==> src/rtl/sd_data_rx.sv <==
// SD host DAT0 receive path: captures one data block, packs it into 32-bit words
// for the read FIFO, and checks the CRC16 and the end bit.
module sd_data_rx #(
  parameter int BLOCK_BYTES = 512,
  parameter int TIMEOUT     = 65535
) (
  input  logic        iCLK,
  input  logic        iReset,
  input  logic        iENB,
  input  logic        iDAT,
  input  logic        iFIFO_FULL,
  output logic        oFIFO_WR,
  output logic [31:0] oFIFO_DATA,
  output logic        oCLK_STOP,
  output logic        oBUSY,
  output logic        oDONE,
  output logic        oCRC_ERR,
  output logic        oEND_ERR,
  output logic        oTIMEOUT
);

  localparam int NBITS = 8 * BLOCK_BYTES;
  localparam int BW    = $clog2(NBITS);
  localparam int TW    = $clog2(TIMEOUT + 1);

  typedef enum logic [2:0] {
    S_IDLE, S_WAIT_START, S_DATA, S_CRC, S_ENDBIT, S_FLUSH
  } state_t;

  state_t          state_q;
  logic [BW-1:0]   bit_cnt_q;
  logic [3:0]      crc_cnt_q;
  logic [TW-1:0]   to_cnt_q;
  logic [TW-1:0]   to_cnt_d;
  logic [31:0]     shift_q;
  logic [31:0]     shift_d;
  logic [31:0]     hold_q;
  logic            hold_valid_q;
  logic [15:0]     crc_q;
  logic [15:0]     crc_d;
  logic [15:0]     rx_crc_q;
  logic [15:0]     rx_crc_d;
  logic            busy_q;
  logic            done_q;
  logic            crc_err_q;
  logic            end_err_q;
  logic            timeout_q;
  logic            stall;
  logic            wr;

  // CRC16 x^16+x^12+x^5+1, one bit per call, MSB first.
  function automatic logic [15:0] crc16_step(input logic [15:0] c, input logic b);
    logic fb;
    fb = c[15] ^ b;
    return {c[14:0], 1'b0} ^ (fb ? 16'h1021 : 16'h0000);
  endfunction

  assign stall    = hold_valid_q & iFIFO_FULL;
  assign wr       = hold_valid_q & ~iFIFO_FULL;
  assign shift_d  = {shift_q[30:0], iDAT};
  assign crc_d    = crc16_step(crc_q, iDAT);
  assign rx_crc_d = {rx_crc_q[14:0], iDAT};
  assign to_cnt_d = to_cnt_q + 1'b1;

  always_ff @(posedge iCLK or posedge iReset) begin
    if (iReset) begin
      state_q      <= S_IDLE;
      bit_cnt_q    <= '0;
      crc_cnt_q    <= '0;
      to_cnt_q     <= '0;
      shift_q      <= '0;
      hold_q       <= '0;
      hold_valid_q <= 1'b0;
      crc_q        <= '0;
      rx_crc_q     <= '0;
      busy_q       <= 1'b0;
      done_q       <= 1'b0;
      crc_err_q    <= 1'b0;
      end_err_q    <= 1'b0;
      timeout_q    <= 1'b0;
    end else begin
      done_q    <= 1'b0;
      timeout_q <= 1'b0;
      // A word completing on this edge below re-asserts hold_valid after the write clears it.
      if (wr) hold_valid_q <= 1'b0;
      case (state_q)
        S_IDLE: begin
          if (iENB) begin
            state_q   <= S_WAIT_START;
            busy_q    <= 1'b1;
            crc_err_q <= 1'b0;
            end_err_q <= 1'b0;
            crc_q     <= '0;
            to_cnt_q  <= '0;
            bit_cnt_q <= '0;
            crc_cnt_q <= '0;
          end
        end
        S_WAIT_START: begin
          if (!iDAT) begin
            state_q <= S_DATA;
          end else begin
            to_cnt_q <= to_cnt_d;
            if (to_cnt_d == TW'(TIMEOUT)) begin
              timeout_q <= 1'b1;
              busy_q    <= 1'b0;
              state_q   <= S_IDLE;
            end
          end
        end
        S_DATA: begin
          if (!stall) begin
            shift_q   <= shift_d;
            crc_q     <= crc_d;
            bit_cnt_q <= bit_cnt_q + 1'b1;
            if (bit_cnt_q[4:0] == 5'd31) begin
              hold_q       <= shift_d;
              hold_valid_q <= 1'b1;
            end
            if (bit_cnt_q == BW'(NBITS - 1)) begin
              bit_cnt_q <= '0;
              state_q   <= S_CRC;
            end
          end
        end
        S_CRC: begin
          if (!stall) begin
            rx_crc_q  <= rx_crc_d;
            crc_cnt_q <= crc_cnt_q + 4'd1;
            if (crc_cnt_q == 4'd15) begin
              if (rx_crc_d != crc_q) crc_err_q <= 1'b1;
              state_q <= S_ENDBIT;
            end
          end
        end
        S_ENDBIT: begin
          if (!stall) begin
            if (!iDAT) end_err_q <= 1'b1;
            state_q <= S_FLUSH;
          end
        end
        S_FLUSH: begin
          if (!hold_valid_q) begin
            done_q  <= 1'b1;
            busy_q  <= 1'b0;
            state_q <= S_IDLE;
          end
        end
        default: begin
          state_q <= S_IDLE;
          busy_q  <= 1'b0;
        end
      endcase
    end
  end

  assign oFIFO_WR   = wr;
  assign oFIFO_DATA = hold_q;
  assign oCLK_STOP  = stall;
  assign oBUSY      = busy_q;
  assign oDONE      = done_q;
  assign oCRC_ERR   = crc_err_q;
  assign oEND_ERR   = end_err_q;
  assign oTIMEOUT   = timeout_q;

endmodule
==> config.mk <==
export PLATFORM = sky130hd
export DESIGN_NAME = sd_data_rx
export DESIGN_NICKNAME = d
export VERILOG_FILES = /design/src/rtl/sd_data_rx.sv
export SDC_FILE = /design/constraint.sdc
export NUM_CORES = 1
export LEC_CHECK = 0
export CORE_MARGIN = 5
export CORE_UTILIZATION = 63
export CTS_CLUSTER_DIAMETER = 50
export DETAILED_ROUTE_END_ITERATION = 7
export PLACE_DENSITY = 0.85
export RECOVER_POWER = 100
export SLEW_MARGIN = 30
export SYNTH_ARGS = -nofsm -noshare
export SYNTH_HDL_FRONTEND = slang
export SYNTH_SLANG_ARGS = --single-unit
==> constraint.sdc <==
create_clock -name iCLK -period 9.03 [get_ports iCLK]
set_clock_uncertainty 0.15 [all_clocks]
set_input_delay 2.709 -clock iCLK [delete_from_list [all_inputs] [get_ports iCLK]]
set_output_delay 2.709 -clock iCLK [all_outputs]
set_load 0.01 [all_outputs]
==> flow_summary.json <==
{
  "leakage_nw": 3.520,
  "clock-sinks": 135,
  "rsz0062_at_grt": "false",
  "layout_commonest_cell": "nand2_1",
  "slew_violations": 206,
  "tns_ns": 0,
  "ant_nets": 0,
  "hp-class": "flip-flop to flip-flop",
  "grt-ovfl-total": 0,
  "cts_tree": "done",
  "root_buffer": "clkbuf_8",
  "viasPerCell": 5.972,
  "syn_avg_cell_area_um2": 10.25,
  "ys_seq_area_frac": 0.5446,
  "ios": 44,
  "cp.required_ns": 9.27,
  "crit_type": "primary input to flip-flop",
  "grt_pass1_wl_um": 22870,
  "insertion_delay_ns": 0.52,
  "status": "finished with violations",
  "area_growth_pct": 17.97,
  "fin_crit_ns": 7.367,
  "power_density_nw_per_um2": 273.1,
  "layout.cells.most_common_list": "nand2_1 (152), dfrtp_1 (135), o21ai_0 (50)",
  "critPathLaunchType": "primary input",
  "fmax_mhz": 135.7,
  "maxCapViolCount": 4,
  "worst_pin_slew_ns": 3.016,
  "hold_violations": 0,
  "rows": 36,
  "synth_area_um2": 6203,
  "dieArea_um2": 11930,
  "route.detailed.drc": 0,
  "syn_inst": 605,
  "hold_buffers": 0,
  "worst-path-max-fanout": 33,
  "drt_iter0_drc": 335,
  "die_width_um": 109.2,
  "layout-drive-gt1-share": 0.1164,
  "synthFlopType": "dfrtp_1",
  "cp.arrival_ns": 7.61,
  "failed_checks": "capacitance limit, slew limit",
  "post_drt_wl_per_cell_um": 17.19,
  "fin_crit_sh": 0.8159,
  "nets": 652,
  "grt_usage": 0.2468,
  "cts_buffers": 17,
  "drt-pass1-iter-count": 5,
  "htreeDepth": 4,
  "diodes": 0,
  "synthesis.nets": 615,
  "die_h_um": 109.2,
  "clockBufferDepth": 2,
  "cts.clk_slew.worst_paths_ns": 0.06,
  "vias": 4694,
  "cts.repair.resized": 0,
  "slew_headroom": -1.022,
  "ir_drop_uv": 168.1,
  "coreArea_um2": 9684,
  "synth_edf_count": 0,
  "cp-end-kind": "flip-flop",
  "post_cts_buffers": 0,
  "grt_antenna_before_repair": 0,
  "hpwlAfterDp_um": 8218,
  "yosysWarnings": 0,
  "grt_max_degree": 72,
  "grt_pass1_vias": 4770,
  "finalSetupViolations": 0,
  "async_reset_ff_frac": 1.000,
  "start_util": 0.6406,
  "gp_congestion": 0.8584,
  "ys_ff_latch": 135,
  "timing.hold.ws_ns": 0.3315,
  "drt_wl_total_um": 13510,
  "port_buffers": 43,
  "synth_cell_types": 59
}
## registers in the layout (all words and copies together) (netlist names)
signal and cells:
to_cnt_q 16, hold_valid_q 1, oCRC_ERR 1, shift_q 31, bit_cnt_q 12, crc_cnt_q 4
oFIFO_DATA 32, rx_crc_q 15, oTIMEOUT 1, crc_q 16, oEND_ERR 1, oBUSY 1
oDONE 1, state_q 3
## power by group
| group | internal, W | leakage [nW] | switching (W) | total (W) |
|---|---|---|---|---|
| combinational | 0.000163 | 1.36 | 0.000257 | 0.000420 |
| sequential | 0.000696 | 1.84 | 0.000112 | 0.000807 |
| clock | 0.000517 | 0.320 | 0.000254 | 0.000771 |
| total | 0.00138 | 3.52 | 0.000622 | 0.00200 |
## area by class of cell
cell class                 instances  area (um2)
clock buffer                      19       441.7
clock inverter                    11       222.7
fill                             636        2366
inverter                           8       31.28
multi-input combinational        434        2635
sequential                       135        3378
tap                              133       166.4
timing repair buffer              46       442.9
## worst max-delay path, stage by stage
cell and delay (ns):
dlygate4sd3_1 0.59, nand2_1 0.20, inv_1 0.12, nor2_1 1.66, nand2_1 1.55, mux2_1 0.74
## path summary, 6_finish.rpt
check / to / cells after the start / slack [ns] / start
max in group asynchronous: to_cnt_q[12]$_DFFE_PP0P_ / 3 / 2.85 / iReset
setup reg to reg: oFIFO_DATA[28]$_DFFE_PP0P_ / 5 / 3.54 / state_q[1]$_DFFE_PP0P_
hold reg to reg: oFIFO_DATA[2]$_DFFE_PP0P_ / 1 / 0.33 / oFIFO_DATA[2]$_DFFE_PP0P_
setup / recovery: oFIFO_DATA[28]$_DFFE_PP0P_ / 6 / 1.66 / iFIFO_FULL
min in group asynchronous: crc_q[2]$_DFFE_PP0P_ / 2 / 3.37 / iReset
hold / removal: oFIFO_DATA[2]$_DFFE_PP0P_ / 1 / 0.33 / oFIFO_DATA[2]$_DFFE_PP0P_
## stage by stage
stage          instances  setup WS [ns]    util  instance area, um2  total power (W)
2_1_floorplan        605          2.560       -                6203         0.001129
4_1_cts              786          1.985  0.7594                7355         0.002010
6_report             786          1.663  0.7557                7318         0.001999
3_3_place_gp         756          2.059  0.6906                6688         0.001203
3_5_place_dp         756          1.990  0.6908                6690         0.001233
5_1_grt              786          1.280  0.7557                7318         0.002097
## cell usage after synthesis, types with 8 or more instances
master	n	share of area
nand2_1	151	0.091
dfrtp_1	135	0.54
o21ai_0	49	0.040
mux2_2	31	0.056
nor2_1	26	0.016
xnor2_1	20	0.028
a21oi_1	17	0.014
mux2_1	17	0.031
nand3_1	16	0.013
clkbuf_1	15	0.0091
nand4_1	15	0.015
buf_2	8	0.0065
inv_1	8	0.0048
## metal layers
layer,track usage,vias to the layer above,routed length [um],share of wire
met5,0,-,0,0
met4,0.1006,0,252,0.019
met3,0.05861,29,713,0.053
met2,0.3978,154,6724,0.50
met1,0.3235,2353,5821,0.43
li1,-,2158,-,-
## kinds of logic after synthesis
kind of cell             count (synthesis)  synth area share
XOR/XNOR                                26           0.03671
AO/OA/AOI/OAI                           98           0.09581
buffers and inverters                   36           0.02703
AND/OR/NAND/NOR                        255            0.1954
flip-flops                             135            0.5446
adder cells (fa/ha/maj)                  5           0.01008
multiplexers                            50           0.09036
No activity file was read; power rests on OpenSTA's default activity.
